===== src/rtl/mod_logic_pipe_if.sv =====
// ============================================================================
// Module      : mod_logic_pipe_if
// Description : Handshake bundle for mod_logic_pipe. Signal names are written
//               from the logic unit's point of view: i_* flow into the unit,
//               o_* flow out of it.
//               Input side : i_in_valid / o_in_ready, i_op, i_acc, i_last,
//                            i_a, i_b, i_c
//               Output side: o_out_valid / i_out_ready, o_y, o_err,
//                            o_op_count
// Revision    : 1.0 - initial release
// ============================================================================
`default_nettype none

interface mod_logic_pipe_if #(
  parameter int WIDTH = 32,
  parameter int CNT_W = 16
);
  logic                 i_in_valid;
  logic                 o_in_ready;
  logic [2:0]           i_op;
  logic                 i_acc;
  logic                 i_last;
  logic [0:WIDTH-1]     i_a;
  logic [0:WIDTH-1]     i_b;
  logic [0:WIDTH-1]     i_c;
  logic                 o_out_valid;
  logic                 i_out_ready;
  logic [0:WIDTH-1]     o_y;
  logic                 o_err;
  logic [CNT_W-1:0]     o_op_count;

  // Logic unit side
  modport slave (
    input  i_in_valid, i_op, i_acc, i_last, i_a, i_b, i_c, i_out_ready,
    output o_in_ready, o_out_valid, o_y, o_err, o_op_count
  );

  // Producer/consumer side
  modport master (
    output i_in_valid, i_op, i_acc, i_last, i_a, i_b, i_c, i_out_ready,
    input  o_in_ready, o_out_valid, o_y, o_err, o_op_count
  );
endinterface

`default_nettype wire


===== src/rtl/mod_logic_pipe.sv =====
// ============================================================================
// Module      : mod_logic_pipe
// Description : Registered bitwise logic unit for the SHA-256 datapath.
//               Computes one of eight bitwise functions (AND, OR, XOR, NOT,
//               CH, MAJ, XOR3, ANDN) of up to three operands and can fold a
//               multi-beat accumulate run into a single result.
//               Ports: clk, rst (async, active high), s_bus (slave modport of
//               mod_logic_pipe_if carrying both valid/ready handshakes,
//               operands, result, abort pulse and delivered-result count).
// Revision    : 1.0 - initial release
// ============================================================================
`default_nettype none

module mod_logic_pipe #(
  parameter int WIDTH = 32,
  parameter int CNT_W = 16
) (
  input  wire logic          clk,
  input  wire logic          rst,
  mod_logic_pipe_if.slave    s_bus
);

  localparam logic [2:0] c_OP_AND  = 3'd0;
  localparam logic [2:0] c_OP_OR   = 3'd1;
  localparam logic [2:0] c_OP_XOR  = 3'd2;
  localparam logic [2:0] c_OP_NOT  = 3'd3;
  localparam logic [2:0] c_OP_CH   = 3'd4;
  localparam logic [2:0] c_OP_MAJ  = 3'd5;
  localparam logic [2:0] c_OP_XOR3 = 3'd6;
  localparam logic [2:0] c_OP_ANDN = 3'd7;

  typedef enum logic [0:0] {
    ST_IDLE  = 1'b0,
    ST_ACCUM = 1'b1
  } state_t;

  state_t               r_state;
  logic [0:WIDTH-1]     r_acc;
  logic [0:WIDTH-1]     r_y;
  logic                 r_out_valid;
  logic                 r_err;
  logic [CNT_W-1:0]     r_op_count;

  logic                 w_in_ready;
  logic                 w_take;
  logic                 w_produce;
  logic                 w_out_hs;
  logic [0:WIDTH-1]     w_x;
  logic [0:WIDTH-1]     w_res;

  function automatic logic [0:WIDTH-1] f_logic(
    input logic [2:0]       op,
    input logic [0:WIDTH-1] x,
    input logic [0:WIDTH-1] y,
    input logic [0:WIDTH-1] z
  );
    logic [0:WIDTH-1] r;
    r = '0;
    case (op)
      c_OP_AND:  r = x & y;
      c_OP_OR:   r = x | y;
      c_OP_XOR:  r = x ^ y;
      c_OP_NOT:  r = ~x;
      c_OP_CH:   r = (x & y) ^ (~x & z);
      c_OP_MAJ:  r = (x & y) ^ (x & z) ^ (y & z);
      c_OP_XOR3: r = x ^ y ^ z;
      c_OP_ANDN: r = ~x & y;
      default:   r = '0;
    endcase
    return r;
  endfunction

  // Ready only looks at the output register, so an accepted result can be
  // replaced in the same cycle the consumer takes it.
  assign w_in_ready = !r_out_valid || s_bus.i_out_ready;
  assign w_take     = s_bus.i_in_valid && w_in_ready;
  assign w_out_hs   = r_out_valid && s_bus.i_out_ready;

  // Any non-accumulate beat (including an aborting one) and any LAST beat
  // produces a result; LAST is only meaningful while ACC is set.
  assign w_produce  = w_take && (!s_bus.i_acc || s_bus.i_last);

  // Continuing run substitutes the accumulator for A; an aborting beat
  // (ACC=0 while in ACCUM) starts fresh from its own A.
  assign w_x   = (r_state == ST_ACCUM && s_bus.i_acc) ? r_acc : s_bus.i_a;
  assign w_res = f_logic(s_bus.i_op, w_x, s_bus.i_b, s_bus.i_c);

  always_ff @(posedge clk or posedge rst) begin
    if (rst) begin
      r_state     <= ST_IDLE;
      r_acc       <= '0;
      r_y         <= '0;
      r_out_valid <= 1'b0;
      r_err       <= 1'b0;
      r_op_count  <= '0;
    end else begin
      r_err <= 1'b0;

      if (w_out_hs) begin
        r_op_count <= r_op_count + 1'b1;
      end

      // A newly loaded result wins over the consumer draining the old one.
      if (w_produce) begin
        r_y         <= w_res;
        r_out_valid <= 1'b1;
      end else if (s_bus.i_out_ready) begin
        r_out_valid <= 1'b0;
      end

      if (w_take) begin
        case (r_state)
          ST_IDLE: begin
            if (s_bus.i_acc && !s_bus.i_last) begin
              r_acc   <= w_res;
              r_state <= ST_ACCUM;
            end
          end
          ST_ACCUM: begin
            if (!s_bus.i_acc) begin
              r_acc   <= '0;
              r_err   <= 1'b1;
              r_state <= ST_IDLE;
            end else if (s_bus.i_last) begin
              r_state <= ST_IDLE;
            end else begin
              r_acc <= w_res;
            end
          end
          default: r_state <= ST_IDLE;
        endcase
      end
    end
  end

  assign s_bus.o_in_ready  = w_in_ready;
  assign s_bus.o_out_valid = r_out_valid;
  assign s_bus.o_y         = r_y;
  assign s_bus.o_err       = r_err;
  assign s_bus.o_op_count  = r_op_count;

endmodule

`default_nettype wire


===== src/flat_wrapper.sv =====
// flat-port wrapper written by rule: the top's interface ports become plain ports
module mod_logic_pipe_flat 
#(
  parameter int WIDTH = 32,
  parameter int CNT_W = 16
)
  (clk, rst, s_bus_i_in_valid, s_bus_i_op, s_bus_i_acc, s_bus_i_last, s_bus_i_a, s_bus_i_b, s_bus_i_c, s_bus_i_out_ready, s_bus_o_in_ready, s_bus_o_out_valid, s_bus_o_y, s_bus_o_err, s_bus_o_op_count);
  mod_logic_pipe_if #(.WIDTH(WIDTH), .CNT_W(CNT_W)) s_bus_i ();
  input  wire logic clk;
  input  wire logic rst;
  input wire logic [$bits(s_bus_i.i_in_valid)-1:0] s_bus_i_in_valid;
  input wire logic [$bits(s_bus_i.i_op)-1:0] s_bus_i_op;
  input wire logic [$bits(s_bus_i.i_acc)-1:0] s_bus_i_acc;
  input wire logic [$bits(s_bus_i.i_last)-1:0] s_bus_i_last;
  input wire logic [$bits(s_bus_i.i_a)-1:0] s_bus_i_a;
  input wire logic [$bits(s_bus_i.i_b)-1:0] s_bus_i_b;
  input wire logic [$bits(s_bus_i.i_c)-1:0] s_bus_i_c;
  input wire logic [$bits(s_bus_i.i_out_ready)-1:0] s_bus_i_out_ready;
  output wire logic [$bits(s_bus_i.o_in_ready)-1:0] s_bus_o_in_ready;
  output wire logic [$bits(s_bus_i.o_out_valid)-1:0] s_bus_o_out_valid;
  output wire logic [$bits(s_bus_i.o_y)-1:0] s_bus_o_y;
  output wire logic [$bits(s_bus_i.o_err)-1:0] s_bus_o_err;
  output wire logic [$bits(s_bus_i.o_op_count)-1:0] s_bus_o_op_count;
  assign s_bus_i.i_in_valid = s_bus_i_in_valid;
  assign s_bus_i.i_op = s_bus_i_op;
  assign s_bus_i.i_acc = s_bus_i_acc;
  assign s_bus_i.i_last = s_bus_i_last;
  assign s_bus_i.i_a = s_bus_i_a;
  assign s_bus_i.i_b = s_bus_i_b;
  assign s_bus_i.i_c = s_bus_i_c;
  assign s_bus_i.i_out_ready = s_bus_i_out_ready;
  assign s_bus_o_in_ready = s_bus_i.o_in_ready;
  assign s_bus_o_out_valid = s_bus_i.o_out_valid;
  assign s_bus_o_y = s_bus_i.o_y;
  assign s_bus_o_err = s_bus_i.o_err;
  assign s_bus_o_op_count = s_bus_i.o_op_count;
  mod_logic_pipe #(.WIDTH(WIDTH), .CNT_W(CNT_W)) u_core (.clk(clk), .rst(rst), .s_bus(s_bus_i));
endmodule

===== config.mk =====
export PLATFORM = sky130hd
export DESIGN_NAME = mod_logic_pipe_flat
export DESIGN_NICKNAME = d
export VERILOG_FILES = /design/src/rtl/mod_logic_pipe_if.sv /design/src/rtl/mod_logic_pipe.sv /design/src/flat_wrapper.sv
export SDC_FILE = /design/constraint.sdc
export NUM_CORES = 1
export LEC_CHECK = 0
export CAP_MARGIN = 25
export CORE_MARGIN = 2
export CORE_UTILIZATION = 35
export DETAILED_ROUTE_END_ITERATION = 10
export PLACE_DENSITY_LB_ADDON = 0.2
export SLEW_MARGIN = 20
export SYNTH_ARGS = -nofsm -noshare
export SYNTH_HDL_FRONTEND = slang
export SYNTH_SLANG_ARGS = --single-unit

===== constraint.sdc =====
create_clock -name clk -period 3.7 [get_ports clk]
set_clock_uncertainty 0.15 [all_clocks]
set_input_delay 0.74 -clock clk [delete_from_list [all_inputs] [get_ports clk]]
set_output_delay 0.74 -clock clk [all_outputs]
set_load 0.05 [all_outputs]

==> summary.md <==
| Metric | Value |
|---|---|
| Avg WL per Cell | 18.81 um |
| Hold Path End | u_core.s_bus.o_op_count[15]$_DFFE_PP0P_ |
| Worst hold slack | 318.4 ps |
| Synth Flop Type | dfrtp_1 |
| Die height | 166.6 um |
| Layout cells sized above 1 | 8.496% |
| Vias in the first global route | 8,225 |
| Slowest CP cell | clkdlybuf4s50_1 |
| Worst-Margin Slew | 1013 ps |
| Hold Crit Class | reg -> reg |
| FF-to-FF Start | u_core.r_state$_DFFE_PP0P_ |
| PortBufs | 155 |
| Initial Utilization | 35.60% |
| RePlAce Congestion | 0.8224 |
| DR DRC count | 0 |
| H-Tree Depth | 3 |
| Largest net degree at the start of global routing | 60 |
| Clk_lat worst skew | 350 ps |
| Cell row count | 59 |
| Die Wd | 166.6 um |
| Pins over their slew limit | 0 |
| #FFs+latches synth | 83 |
| Via-per-instance ratio | 5.516 |
| Total power | 3912 uW |
| Global router's overall resource usage | 20.43% |
| Setup slack, reg-to-reg | 700 ps |
| Worst IR Drop VDD | 0.3654 mV |
| Crit path capture type | primary output |
| I/O pin cnt | 156 |
| Setup Buffers After CTS | 0 |
| Required time of the critical path | 2810 ps |
| Num CTS Buffers | 9 |
| Crit path DAT | 2230 ps |
| GRT overflow | 0 |
| Hold_sp | u_core.s_bus.o_op_count[15]$_DFFE_PP0P_ |
| Hold Buf Count CTS | 0 |
| Reg clk slew, reported paths | 70 ps |
| CP Cell Sequence | clkdlybuf4s50_1, and2b_1, clkinv_1, buf_4 |
| CP Max Fanout | 4 |
| Most area-consuming cells after synthesis | dfrtp_1, ha_1, fa_1 |
| RSZ-0062 raised after global routing | false |
| Yosys warns | 0 |
| CP Class | in -> out |
| Syn_nets | 1,291 |
| HPWL Detailed | 19.86 mm |
| Area grow syn2layout | 24.49% |
| Startpoint types | input port |
| Setup TNS | 0 ps |
| DR vias | 8,346 |
| Status | finished clean |
| Clk sinks | 83 |
| Fin nets | 1,406 |
| Max_cap viols | 0 |
| Worst slack, placed | 353.1 ps |
| Top cell type by total area after synthesis | dfrtp_1 |
| Mean Syn Cell Area | 8.752 um^2 |
| Worst slew margin | 32.46% |
| Gates resized, CTS repair | 0 |
| Leakage | 0.005213 uW |
| Layout Utilization | 44.32% |
| Post-synthesis cell area | 9251 um^2 |
| Core area | 25,980 um^2 |
| Mapped Cells | 1,057 |
| CTS max path bufs | 2 |
| Initial antenna violation count | 2 |
| Antenna viol nets, final | 0 |
| PnR worst setup slack | 584.1 ps |
| Setup violators final | 0 |
| Fillers | 2,512 |
| Final Hold Fails | 0 |
| Total Wirelength | 28.46 mm |
| Post-synthesis sequential area ratio | 22.45% |
| Async S/R FF share, synth | 100.0% |
| Fmax | 0.3209 GHz |
| Critical Path Max Stage Delay | 480 ps |
| CTS Root Cell | clkbuf_16 |
| Critical R2R Capture | u_core.s_bus.o_y[11]$_DFFE_PP0P_ |
| Crit-path leading delay family | buffers and inverters |
| Power Density | 339.7 nW/um^2 |
| Hold depth | 1 |
| Post-synth top cells | inv_1, ha_1, dfrtp_1 |
| Post-synth EDFFs | 0 |
| DR pass1 iterations | 4 |
| Top cell type's share of synthesized area | 22.45% |
| Total die area | 27,750 um^2 |
| Final worst path period share | 84.21% |
| Worst Path Buf+Inv | 3 |
| First-pass GRT wire length | 45.69 mm |
| Yosys cell types | 56 |
| CTS tree | done |
| Crit path time final | 3116 ps |
| Reg2Reg Depth | 8 |
| Initial DRC count | 432 |
| Most common cell in the netlist | inv_1 |
-- cell families after synthesis --
family	count (synthesis)	share of synthesized area [%]
buf+inv	192	8.399
flops	83	22.45
mux	10	1.096
xor+xnor	15	1.420
compound gates	301	25.30
fa+ha+maj	129	20.04
simple gates	327	21.29
-- cells in the final DEF, fill, tap and decap left out, drive strengths merged, types with 27 or more instances in the layout --
cell type,Yosys,routed
ha,97,97
nor2,32,32
and3,34,34
fa,32,32
nor2b,57,57
a21oi,27,27
nand2,71,71
clkdlybuf4s50,0,150
buf,36,36
a221oi,31,31
dfrtp,83,83
inv,109,110
o21ai,74,74
-- flip-flops by register name, summed over array words and instances, names as in the netlist --
signal and count:
u_core.s_bus.o_out_valid 1, u_core.s_bus.o_op_count 16, u_core.r_acc 32, u_core.s_bus.o_y 32, u_core.r_state 1, u_core.s_bus.o_err 1
-- how the worst max path moves through the flow --
stage,from,to,slack [ps],depth (start not counted)
global route,u_core.r_state$_DFFE_PP0P_,u_core.r_acc[26]$_DFFE_PP0P_,470,9
floorplan,rst,u_core.r_acc[0]$_DFFE_PP0P_,670,1
finish,s_bus_i_out_ready,s_bus_o_in_ready,580,4
CTS,s_bus_i_out_ready,s_bus_o_in_ready,610,4
detailed placement,s_bus_i_acc,u_core.s_bus.o_y[11]$_DFFE_PP0P_,350,10
global placement,s_bus_i_acc,u_core.r_acc[16]$_DFFE_PP0P_,410,10
-- power breakdown --
group / internal (uW) / total, uW / switching, uW
combinational: 657 / 1680 / 1020
sequential: 1070 / 1220 / 145
clock: 597 / 1020 / 418
-- metal layers --
| layer | wire, um | vias to the layer above | global-route usage (%) |
|---|---|---|---|
| met5 | 13 | - | 0 |
| met4 | 341 | 2 | 4.423 |
| met3 | 1437 | 29 | 3.446 |
| met2 | 12980 | 232 | 32.86 |
| met1 | 13690 | 4070 | 28.85 |
| li1 | - | 4013 | - |
-- cell type report --
cell class	instances	area [um^2]	area share, %
flip-flops and latches	83	2078	18.04
diodes	1	2.502	0.02173
clock inverters	7	101.3	0.8800
clock buffers	9	225.2	1.955
inverters	110	415.4	3.607
repair buffers	186	1842	15.99
multi-input cells	782	6434	55.86
well taps	335	419.2	3.639
-- per-stage QoR --
stage / area, um^2 / cells
final: 11520 / 1513
after global routing: 11510 / 1512
after CTS: 11510 / 1512
after detailed placement: 11190 / 1496
after global placement: 11190 / 1496
after floorplan: 9251 / 1057
No activity file was read; power rests on OpenSTA's default activity.
